==> config.mk <==
export PLATFORM = sky130hd
export DESIGN_NAME = dbg_scan_trace
export DESIGN_NICKNAME = d
export VERILOG_FILES = /design/src/rtl/dbg_scan_pkg.sv /design/src/rtl/dbg_scan_trace_fifo.sv /design/src/rtl/dbg_scan_trace.sv
export SDC_FILE = /design/constraint.sdc
export NUM_CORES = 1
export LEC_CHECK = 0
export ABC_AREA = 1
export CAP_MARGIN = 10
export CORE_ASPECT_RATIO = 0.5
export CORE_UTILIZATION = 50
export DETAILED_ROUTE_END_ITERATION = 10
export PLACE_DENSITY = 0.77
export SYNTH_ARGS = -nofsm -noshare
export SYNTH_HDL_FRONTEND = slang
export SYNTH_SLANG_ARGS = --single-unit
export TNS_END_PERCENT = 5
==> constraint.sdc <==
create_clock -name clk -period 6.7 [get_ports clk]
set_input_delay 2.01 -clock clk [delete_from_list [all_inputs] [get_ports clk]]
set_output_delay 2.01 -clock clk [all_outputs]
set_load 0.02 [all_outputs]
==> src/rtl/dbg_scan_pkg.sv <==
// dbg_scan_pkg: shared encodings for the dbg_scan_trace address sweeper.
// Holds the FSM state codes, sweep-mode constants and the FIFO entry width
// helper (2*XLEN by default, 3*XLEN when DBG_PC_STAMP_EN adds a PC field).
package dbg_scan_pkg;

    localparam logic [1:0] ST_IDLE   = 2'd0;
    localparam logic [1:0] ST_SETTLE = 2'd1;
    localparam logic [1:0] ST_SAMPLE = 2'd2;
    localparam logic [1:0] ST_DONE   = 2'd3;

    localparam logic MODE_RF  = 1'b0;
    localparam logic MODE_MEM = 1'b1;

    // Entry = {addr, data} or {addr, data, pc}.
    function automatic int entry_width(input int xlen, input bit pc_stamp);
        return pc_stamp ? 3 * xlen : 2 * xlen;
    endfunction

endpackage

==> src/rtl/dbg_scan_trace_fifo.sv <==
// dbg_sync_fifo: first-word fall-through synchronous FIFO with flush.
// A push while full is accepted only together with a pop; the head reads 0
// while empty so the stream outputs are clean after reset or flush.
module dbg_sync_fifo #(
    parameter int WIDTH = 64,
    parameter int DEPTH = 8
) (
    input  logic             clk,
    input  logic             resetn,
    input  logic             flush,
    input  logic             push,
    input  logic [WIDTH-1:0] din,
    input  logic             pop,
    output logic [WIDTH-1:0] dout,
    output logic             empty,
    output logic             full
);
    localparam int AW = $clog2(DEPTH);

    logic [WIDTH-1:0] mem_q [DEPTH];
    logic [AW-1:0]    wr_ptr_q, wr_ptr_d;
    logic [AW-1:0]    rd_ptr_q, rd_ptr_d;
    logic [AW:0]      count_q, count_d;
    logic             do_push, do_pop;

    assign empty   = (count_q == '0);
    assign full    = (count_q == (AW+1)'(DEPTH));
    assign do_pop  = pop && !empty;
    assign do_push = push && (!full || do_pop);
    assign dout    = empty ? '0 : mem_q[rd_ptr_q];

    // Next pointer/count; flush empties the queue and beats any push or pop.
    always_comb begin
        // NOTE: every output gets a default first so no path leaves it unassigned (no latch).
        wr_ptr_d = wr_ptr_q;
        rd_ptr_d = rd_ptr_q;
        count_d  = count_q;
        if (flush) begin
            wr_ptr_d = '0;
            rd_ptr_d = '0;
            count_d  = '0;
        end else begin
            if (do_push) wr_ptr_d = wr_ptr_q + AW'(1);
            if (do_pop)  rd_ptr_d = rd_ptr_q + AW'(1);
            count_d = count_q + (AW+1)'(do_push) - (AW+1)'(do_pop);
        end
    end

    // Pointer and count registers.
    always_ff @(posedge clk or negedge resetn) begin
        // NOTE: non-blocking assignments so all flops update together at the edge.
        if (!resetn) begin
            wr_ptr_q <= '0;
            rd_ptr_q <= '0;
            count_q  <= '0;
        end else begin
            wr_ptr_q <= wr_ptr_d;
            rd_ptr_q <= rd_ptr_d;
            count_q  <= count_d;
        end
    end

    // Sample storage write port.
    always_ff @(posedge clk) begin
        // NOTE: storage is deliberately not reset; count_q alone decides which slots are valid.
        if (do_push && !flush) mem_q[wr_ptr_q] <= din;
    end

endmodule

==> src/rtl/dbg_scan_trace.sv <==
// dbg_scan_trace: sweeps a register-file or data-memory address range on the
// CPU debug ports, samples each value after HOLD settle cycles and queues
// {addr, data} into a FIFO drained over a valid/ready stream.
// Optional: define DBG_PC_STAMP_EN to add out_pc, storing wb_pc per sample.
module dbg_scan_trace
    import dbg_scan_pkg::*;
#(
    parameter int XLEN  = 32,
    parameter int RF_AW = 5,
    parameter int DEPTH = 8,
    parameter int HOLD  = 2
) (
    input  logic             clk,
    input  logic             resetn,
    input  logic             start,
    input  logic             abort,
    input  logic             mode,
    input  logic [XLEN-1:0]  first_addr,
    input  logic [XLEN-1:0]  last_addr,
    input  logic [XLEN-1:0]  stride,
    output logic [RF_AW-1:0] rf_addr,
    input  logic [XLEN-1:0]  rf_data,
    output logic [XLEN-1:0]  mem_addr,
    input  logic [XLEN-1:0]  mem_data,
    input  logic [XLEN-1:0]  wb_pc,
    output logic             busy,
    output logic             done,
    output logic             out_valid,
    input  logic             out_ready,
    output logic [XLEN-1:0]  out_addr,
`ifdef DBG_PC_STAMP_EN
    output logic [XLEN-1:0]  out_pc,
`endif
    output logic [XLEN-1:0]  out_data
);
`ifdef DBG_PC_STAMP_EN
    localparam bit PC_STAMP = 1'b1;
`else
    localparam bit PC_STAMP = 1'b0;
`endif
    localparam int EW = entry_width(XLEN, PC_STAMP);
    localparam int CW = (HOLD > 1) ? $clog2(HOLD) : 1;

    logic [1:0]       state_q, state_d;
    logic [XLEN-1:0]  cur_q, cur_d;
    logic [XLEN-1:0]  last_q, last_d;
    logic [XLEN-1:0]  stride_q, stride_d;
    logic             mode_q, mode_d;
    logic [CW-1:0]    cnt_q, cnt_d;
    logic [RF_AW-1:0] rf_addr_q, rf_addr_d;
    logic [XLEN-1:0]  mem_addr_q, mem_addr_d;

    logic [XLEN:0]    next_sum;
    logic [XLEN-1:0]  sample_data;
    logic             fifo_push, fifo_pop, fifo_empty, fifo_full, can_accept;
    logic [EW-1:0]    fifo_din, fifo_dout;
    logic             drive_addr;

    assign next_sum    = {1'b0, cur_q} + {1'b0, stride_q};
    assign sample_data = (mode_q == MODE_MEM) ? mem_data : rf_data;
    assign fifo_pop    = !fifo_empty && out_ready;
    assign can_accept  = !fifo_full || fifo_pop;

`ifdef DBG_PC_STAMP_EN
    assign fifo_din = {cur_q, sample_data, wb_pc};
    assign out_pc   = fifo_dout[XLEN-1:0];
`else
    assign fifo_din = {cur_q, sample_data};
    logic unused_wb_pc;
    assign unused_wb_pc = ^wb_pc;
`endif

    // Sweep FSM plus the registered debug address it drives next cycle.
    always_comb begin
        state_d   = state_q;
        cur_d     = cur_q;
        last_d    = last_q;
        stride_d  = stride_q;
        mode_d    = mode_q;
        cnt_d     = cnt_q;
        fifo_push = 1'b0;
        case (state_q)
            ST_IDLE: begin
                if (start) begin
                    mode_d   = mode;
                    last_d   = last_addr;
                    stride_d = (stride == '0) ? XLEN'(1) : stride;
                    cur_d    = first_addr;
                    cnt_d    = CW'(HOLD - 1);
                    state_d  = ST_SETTLE;
                end
            end
            ST_SETTLE: begin
                if (cnt_q == '0) state_d = ST_SAMPLE;
                else             cnt_d   = cnt_q - CW'(1);
            end
            ST_SAMPLE: begin
                // Stall here with the address held until the FIFO has room.
                if (can_accept) begin
                    fifo_push = 1'b1;
                    if ((cur_q >= last_q) || next_sum[XLEN]) begin
                        state_d = ST_DONE;
                    end else begin
                        cur_d   = next_sum[XLEN-1:0];
                        cnt_d   = CW'(HOLD - 1);
                        state_d = ST_SETTLE;
                    end
                end
            end
            default: state_d = ST_IDLE;
        endcase
        if (abort) begin
            state_d   = ST_IDLE;
            fifo_push = 1'b0;
        end

        drive_addr = (state_d == ST_SETTLE) || (state_d == ST_SAMPLE);
        rf_addr_d  = (drive_addr && mode_d == MODE_RF)  ? cur_d[RF_AW-1:0] : '0;
        mem_addr_d = (drive_addr && mode_d == MODE_MEM) ? cur_d            : '0;
    end

    // Sweep state registers.
    always_ff @(posedge clk or negedge resetn) begin
        if (!resetn) begin
            state_q    <= ST_IDLE;
            cur_q      <= '0;
            last_q     <= '0;
            stride_q   <= '0;
            mode_q     <= MODE_RF;
            cnt_q      <= '0;
            rf_addr_q  <= '0;
            mem_addr_q <= '0;
        end else begin
            state_q    <= state_d;
            cur_q      <= cur_d;
            last_q     <= last_d;
            stride_q   <= stride_d;
            mode_q     <= mode_d;
            cnt_q      <= cnt_d;
            rf_addr_q  <= rf_addr_d;
            mem_addr_q <= mem_addr_d;
        end
    end

    assign rf_addr   = rf_addr_q;
    assign mem_addr  = mem_addr_q;
    assign busy      = (state_q != ST_IDLE);
    assign done      = (state_q == ST_DONE);
    assign out_valid = !fifo_empty;
    assign out_addr  = fifo_dout[EW-1 -: XLEN];
    assign out_data  = fifo_dout[EW-XLEN-1 -: XLEN];

    dbg_sync_fifo #(
        .WIDTH (EW),
        .DEPTH (DEPTH)
    ) u_fifo (
        .clk    (clk),
        .resetn (resetn),
        .flush  (abort),
        .push   (fifo_push),
        .din    (fifo_din),
        .pop    (fifo_pop),
        .dout   (fifo_dout),
        .empty  (fifo_empty),
        .full   (fifo_full)
    );

endmodule
==> flow_summary_export.csv, run 1 <==
group,metric,value,unit
sta,finalSetupViolCount,0,
detailed_routing,route.detailed.wl_per_inst,18.61,µm
critical_path,r2r_slack,2.62,ns
finish,non_filler_cells_in_the_finished_layout,4012,
clock_network,clock_tree_sinks,659,
critical_path,critPathBufInv,2,
detailed_routing,dr.pass1.iters,6,
critical_path,cp.depth,6,
critical_path,critPathKind,"reg -> out",
floorplanning,dieArea,61050,µm²
critical_path,critPathMostFrequentCell,"sky130_fd_sc_hd__o21ai_0",
power_and_ir_drop,share_comb_of_total_power,40.5,%
sta,max_freq,177.8,MHz
power_and_ir_drop,sw_share,40.17,%
critical_path,cp-startpoint,"u_fifo.rd_ptr_q[1]$_DFFE_PN0P_",
sta,timing.final.crit_share,83.93,%
yosys,synth_edf_count,512,
yosys,portion_of_the_post_synthesis_area_used_by_sequential_elements,63.51,%
yosys,synth_top_area_share,51.25,%
clock_network,setup_buffers_after_cts,0,
global_routing,grt_start_max_net_pins,258,
placed_design,place.detailed.instances,3902,
clock_network,tritoncts,"yes",
placed_design,place_congestion,0.8810,
power_and_ir_drop,cell_internal_pwr,8.819,mW
power_and_ir_drop,p_leak,13.82,nW
critical_path,endpoint,"out_addr[16]",
detailed_routing,detail-route-antenna-nets,0,
critical_path,crit-reg2reg-capture,"u_fifo.mem_q[4][52]$_DFFE_PP_",
yosys,yosysTopAreaCell,"sky130_fd_sc_hd__edfxtp_1",
clock_network,cts.path.max_buffers,3,
power_and_ir_drop,power_frac_seq,38.3,%
global_routing,globalRouteOverflowTotal,0,
power_and_ir_drop,power.share.clock,21.2,%
detailed_routing,post-route-drc-count,0,
yosys,synthesis.area,30000,µm²
critical_path,critical_path_required,4.69,ns
detailed_routing,route.detailed.vias_per_inst,5.465,
critical_path,cpMaxStageDelayCell,"sky130_fd_sc_hd__dfrtp_4",
global_routing,number_of_global_route_vias_before_repair,21050,
critical_path,cell_breakdown_of_the_critical_path,"buf_4 -> o21ai_0 -> o22ai_1 -> o21ai_0 -> a31oi_1 -> clkdlybuf4s50_1",
worst_hold_path,min_path_type,"reg -> reg",
floorplanning,initial_utilization,50.61,%
detailed_routing,detail_route.iter0.violations,2309,
sta,worst_slew_margin_rel,21.91,%
placed_design,port_bufs,269,
clock_network,clock_insertion_delay_worst_skew,0.63,ns
power_and_ir_drop,total_switching_power,5.922,mW
global_routing,wire_length_of_the_first_global_routing_pass,113.7,mm
yosys,postSynthCellCount,2941,
yosys,synthMostInstantiatedCell,"sky130_fd_sc_hd__nand2_1",
clock_network,clk_transition_reported_paths,0.07,ns
clock_network,cts_root_buf,"sky130_fd_sc_hd__clkbuf_16",
critical_path,depth_of_the_worst_register_to_register_path,8,
finish,fin_nets,3420,
yosys,synth_commonest_cells,"sky130_fd_sc_hd__nand2_1 (522), sky130_fd_sc_hd__edfxtp_1 (512), sky130_fd_sc_hd__nor2_1 (467)",
floorplanning,dieWidth,348.4,µm
sta,finalWorstPathRequiredPeriod,5.623,ns
critical_path,path_max_fanout,47,
clock_network,post_cts_resize_count,0,
floorplanning,floorplan.die.height,175.2,µm
power_and_ir_drop,power_density_cells,417.5,nW/µm²
critical_path,cp_slowest_stage_delay,0.82,ns
yosys,ys_async_sr_fraction,22.31,%
sta,final-max-slew-violation-count,0,
yosys,synth_nets,3213,
critical_path,worstSetupStartpointType,"flop",
sta,final.setup_skew,0.04484,ns
sta,grt_setup_unrepaired,"no",
critical_path,setup.worst_path.end_class,"output port",
global_routing,grt_use_total,23.98,%
clock_network,cts_buffers,56,
run,maxCapViolCount,0,
placed_design,hpwl,44.71,mm
yosys,synth_register_bits,659,
critical_path,worst_path_dominant_cell_family,"buffers and inverters",
sta,finalWorstSetupSlack,1.077,ns
yosys,synth.avg_cell_area,10.20,µm²
floorplanning,design.portCount,302,
clock_network,cts_htree_levels,2,
yosys,synth.lib_cells_used.distinct,40,
global_routing,antenna_found_initial,7,
status,status,"finished, final reports clean",
critical_path,r2r-start,"state_q[0]$_DFF_PN0_",
detailed_routing,vias,21930,
detailed_routing,wirelength,74.65,mm
yosys,post_synth_main_area_contributors,"sky130_fd_sc_hd__edfxtp_1 (51%), sky130_fd_sc_hd__dfrtp_1 (12%), sky130_fd_sc_hd__nand2_1 (6.5%)",
clock_network,postCtsHoldBufs,0,
placed_design,place_ws,1.560,ns
finish,drive_above_1_share,6.389,%
floorplanning,design.core.area,59280,µm²
sta,final_hold_viol_count,0,
sta,timing.setup.tns,0,ns
yosys,synth-warning-count,0,
power_and_ir_drop,worst_ir_drop_vdd,313.9,µV
sta,worst-slew-pin-transition,1.171,ns
floorplanning,rows,63,
critical_path,arrival,3.61,ns
finish,areaGrowthSynthToFinish,17.69,%
yosys,postSynth.topFlopCell,"sky130_fd_sc_hd__edfxtp_1",
==> layer usage <==
metal	GRT usage [%]	up-vias	share of wire, %
met4	7.876	0	2.4
li1	-	10470	-
met5	0	-	0
met2	40.84	815	50
met1	31.94	10510	42
met3	3.194	130	6.3
==> worst min path at each step <==
stage,endpoint,slack [ns],depth (start not counted),startpoint
after floorplan,last_q[0]$_DFFE_PN0P_,0.45,2,last_q[0]$_DFFE_PN0P_
after global placement,stride_q[4]$_DFFE_PN0P_,0.47,2,stride_q[4]$_DFFE_PN0P_
after detailed placement,stride_q[3]$_DFFE_PN0P_,0.48,2,stride_q[3]$_DFFE_PN0P_
after CTS,stride_q[3]$_DFFE_PN0P_,0.50,2,stride_q[3]$_DFFE_PN0P_
after global routing,stride_q[4]$_DFFE_PN0P_,0.53,2,stride_q[4]$_DFFE_PN0P_
final,stride_q[5]$_DFFE_PN0P_,0.49,2,stride_q[5]$_DFFE_PN0P_
==> registers in the layout (all words and copies together) (netlist names), 4 cells and up <==
| register | flops |
|---|---|
| cur_q | 32 |
| last_q | 32 |
| mem_addr | 32 |
| rf_addr | 5 |
| stride_q | 32 |
| u_fifo.count_q | 4 |
| u_fifo.mem_q | 512 |
==> per-stage QoR <==
stage,util (%),total power [mW],hold WS (ns),area (µm²)
2_1_floorplan,-,9.430,0.4528,30000
3_5_place_dp,56.57,11.63,0.4786,33530
3_3_place_gp,56.57,11.49,0.4724,33530
5_1_grt,59.57,15.60,0.5310,35310
6_report,59.57,14.74,0.4902,35310
4_1_cts,59.54,14.75,0.4955,35290
==> power by group through the flow <==
stage / registers, mW / logic, mW / clock network, mW
floorplan: 5.41 / 4.02 / 0
global placement: 5.68 / 5.81 / 0
detailed placement: 5.70 / 5.93 / 0
CTS: 5.62 / 5.97 / 3.17
global route: 5.67 / 6.60 / 3.33
finish: 5.64 / 5.97 / 3.13
==> layout make-up <==
class / instances / area [µm²]
Timing Repair Buffer: 293 / 3012
Tap cell: 812 / 1016
Fill cell: 4719 / 23970
Sequential cell: 659 / 19060
Inverter: 266 / 1007
Multi-Input combinational cell: 1872 / 9434
Clock buffer: 73 / 1505
Antenna cell: 7 / 17.52
Clock inverter: 30 / 255.2
==> worst reg2reg max path: cells and delay by family (launching register included) <==
kind | cells | cell delay (ns)
flops | 1 | 0.76
buf+inv | 3 | 0.59
simple gates | 5 | 2.40
==> placed cells by master (no fill, tap or decap), types with 7 or more instances in the layout <==
cell type                         instances
sky130_fd_sc_hd__a21oi_1                 35
sky130_fd_sc_hd__a221oi_1                10
sky130_fd_sc_hd__a31oi_1                 65
sky130_fd_sc_hd__buf_12                  11
sky130_fd_sc_hd__buf_4                   13
sky130_fd_sc_hd__clkbuf_1                13
sky130_fd_sc_hd__clkbuf_16               56
sky130_fd_sc_hd__clkdlybuf4s50_1        268
sky130_fd_sc_hd__clkinv_1                12
sky130_fd_sc_hd__clkinv_2                 9
sky130_fd_sc_hd__dfrtp_1                144
sky130_fd_sc_hd__diode_2                  7
sky130_fd_sc_hd__edfxtp_1               512
sky130_fd_sc_hd__ha_1                    72
sky130_fd_sc_hd__inv_1                  258
sky130_fd_sc_hd__mux2_2                  32
sky130_fd_sc_hd__nand2_1                521
sky130_fd_sc_hd__nand3_1                105
sky130_fd_sc_hd__nand3b_1                 8
sky130_fd_sc_hd__nand4_1                 25
sky130_fd_sc_hd__nor2_1                 459
sky130_fd_sc_hd__nor2_2                  33
sky130_fd_sc_hd__nor2_4                  10
sky130_fd_sc_hd__nor4_1                   7
sky130_fd_sc_hd__o21ai_0                371
sky130_fd_sc_hd__o22ai_1                 64
sky130_fd_sc_hd__xnor2_1                 12
==> logic make-up (layout without fill, tap and decap cells) <==
kind of cell / count (synthesis) / after routing / synth area share, %
other: 0 / 7 / 0
DFF: 659 / 659 / 63.51
AOI/OAI and AO/OA: 559 / 559 / 10.11
and+or+nand+nor: 1192 / 1192 / 16.34
muxes: 32 / 32 / 1.201
adders and majority gates: 74 / 74 / 3.136
buffers and inverters: 410 / 662 / 5.271
xor gates and xnor gates: 15 / 15 / 0.4379
Note: power is estimated with default switching activity, not from simulation.
==> run 2: changes to the inputs <==
Clock period 6.7 ns to 5.7 ns, I/O delays scaled along.
==> run 2 against run 1 <==
Effect of this change:
- worst hold slack better by 0.0030 ns
- setup slack got worse by 0.83 ns
- flip-flop and latch count stayed put
- largest power group unchanged
==> flow_summary_export.csv, run 2 (same netlist as run 1, synthesis figures left out) <==
group,metric,value,unit
finish,layout.cells.most_common,"sky130_fd_sc_hd__nand2_1",
worst_hold_path,min_path_type,"reg -> reg",
finish,areaGrowthSynthToFinish,18.10,%
detailed_routing,wirelength,74.98,mm
sta,timing.setup.tns,0,ns
global_routing,wire_length_of_the_first_global_routing_pass,114.5,mm
floorplanning,dieWidth,348.4,µm
clock_network,cts.path.max_buffers,3,
clock_network,post_cts_resize_count,0,
detailed_routing,route.detailed.vias_per_inst,5.446,
clock_network,cts_buffers,56,
global_routing,antenna_found_initial,2,
sta,final_hold_viol_count,0,
clock_network,cts_htree_levels,2,
finish,non_filler_cells_in_the_finished_layout,4013,
global_routing,grt_start_max_net_pins,137,
critical_path,cpMaxStageDelayCell,"sky130_fd_sc_hd__dfrtp_4",
clock_network,tritoncts,"yes",
detailed_routing,detail-route-antenna-nets,0,
power_and_ir_drop,p_leak,13.90,nW
critical_path,critPathMostFrequentCell,"sky130_fd_sc_hd__o21ai_0",
critical_path,arrival,3.75,ns
finish,top_register,"u_fifo.mem_q",
clock_network,cts_root_buf,"sky130_fd_sc_hd__clkbuf_16",
status,status,"finished, final reports clean",
critical_path,critPathKind,"reg -> out",
clock_network,postCtsHoldBufs,0,
finish,fin_nets,3426,
clock_network,clock_insertion_delay_worst_skew,0.62,ns
sta,final.setup_skew,0.02180,ns
critical_path,path_max_fanout,76,
critical_path,cell_breakdown_of_the_critical_path,"inv_6 -> buf_4 -> o21ai_0 -> o22ai_1 -> o21ai_0 -> a31oi_1 -> clkdlybuf4s50_1",
floorplanning,floorplan.die.height,175.2,µm
global_routing,globalRouteOverflowTotal,0,
placed_design,place_congestion,0.8843,
floorplanning,design.portCount,302,
detailed_routing,route.detailed.wl_per_inst,18.68,µm
sta,grt_setup_unrepaired,"no",
floorplanning,dieArea,61050,µm²
floorplanning,initial_utilization,50.61,%
detailed_routing,vias,21850,
clock_network,clk_transition_reported_paths,0.07,ns
placed_design,port_bufs,269,
critical_path,cp_slowest_stage_delay,0.74,ns
finish,fillCellCount,4724,
global_routing,grt_use_total,24.15,%
sta,final-max-slew-violation-count,0,
power_and_ir_drop,power_density_cells,492.3,nW/µm²
placed_design,hpwl,45.35,mm
critical_path,worstSetupStartpointType,"flop",
global_routing,number_of_global_route_vias_before_repair,20960,
finish,drive_above_1_share,6.752,%
critical_path,worst_path_dominant_cell_family,"buffers and inverters",
clock_network,setup_buffers_after_cts,0,
power_and_ir_drop,worst_ir_drop_vdd,281.6,µV
finish,largest_reg_flops,512,
sta,worst_slew_margin_rel,27.29,%
floorplanning,design.core.area,59280,µm²
clock_network,clock_tree_sinks,659,
critical_path,r2r_slack,1.59,ns
sta,timing.final.crit_share,95.75,%
sta,max_freq,183.2,MHz
floorplanning,rows,63,
placed_design,place.detailed.instances,3908,
run,maxCapViolCount,0,
detailed_routing,dr.pass1.iters,7,
sta,finalSetupViolCount,0,
critical_path,critical_path_required,3.99,ns
critical_path,critPathBufInv,3,
detailed_routing,detail_route.iter0.violations,2246,
finish,layout.cells.most_common_list,"sky130_fd_sc_hd__nand2_1 (521), sky130_fd_sc_hd__edfxtp_1 (512), sky130_fd_sc_hd__nor2_1 (459)",
sta,worst-slew-pin-transition,1.091,ns
sta,finalWorstPathRequiredPeriod,5.458,ns
critical_path,setup.worst_path.end_class,"output port",
detailed_routing,post-route-drc-count,0,
==> run 2: path summary, 6_finish.rpt <==
kind | end | startpoint | cells after the start
setup reg to reg | mem_addr[19]$_DFF_PN0_ | cur_q[0]$_DFF_PN0_ | 18
max in group asynchronous | last_q[31]$_DFFE_PN0P_ | resetn | 2
hold / removal | stride_q[22]$_DFFE_PN0P_ | stride_q[22]$_DFFE_PN0P_ | 2
setup / recovery | out_addr[0] | u_fifo.rd_ptr_q[0]$_DFFE_PN0P_ | 7
hold reg to reg | stride_q[22]$_DFFE_PN0P_ | stride_q[22]$_DFFE_PN0P_ | 2
min in group asynchronous | rf_addr[3]$_DFF_PN0_ | resetn | 1
==> run 2: tightest hold or removal path: cells and delay by family (launching register included) <==
kind / cells / cell delay [ns]
flops: 1 / 0.36
simple gates: 2 / 0.11
==> run 2: power breakdown <==
part / switching (mW) / internal [mW] / leakage (nW) / total, mW
Combinational: 4.43 / 2.57 / 6.53 / 7.01
Clock: 1.74 / 2.02 / 0.874 / 3.76
Sequential: 0.783 / 5.89 / 6.49 / 6.68
Total: 6.95 / 10.5 / 13.9 / 17.4
==> run 2: layout make-up <==
cell class              instances  area [µm²]  area share [%]
multi-input cells            1872        9434           26.63
inverters                     266        1007           2.843
diodes                          2       5.005         0.01413
clock inverters                36       324.1          0.9146
repair buffers                299        3119           8.804
clock buffers                  67        1463           4.128
well taps                     812        1016           2.868
flip-flops and latches        659       19060           53.80
==> run 2: metal layers <==
layer | vias to the layer above | part of all wire (%) | GRT usage (%)
met3 | 110 | 6.2 | 2.810
li1 | 10470 | - | -
met2 | 749 | 50 | 41.85
met1 | 10520 | 42 | 32.41
met5 | - | 0 | 0
met4 | 0 | 2.1 | 6.414
==> run 2: metrics by stage <==
stage / setup WS [ns] / util, % / power, mW / hold WS, ns / cell area (µm²)
finish: 0.2422 / 59.77 / 17.44 / 0.4932 / 35430
global route: 0.06191 / 59.77 / 18.45 / 0.5254 / 35430
CTS: 0.2557 / 59.76 / 17.43 / 0.4956 / 35430
detailed placement: 0.9776 / 56.75 / 13.69 / 0.4784 / 33640
global placement: 1.006 / 56.75 / 13.49 / 0.4753 / 33640
floorplan: 0.2362 / - / 11.08 / 0.4528 / 30000
==> run 3: changes to the inputs <==
Settings changed: HOLD_SLACK_MARGIN set to 0.03.
==> results of run 3 <==
Same layout as run 2: the final DEF is identical, and so are final timing and power.
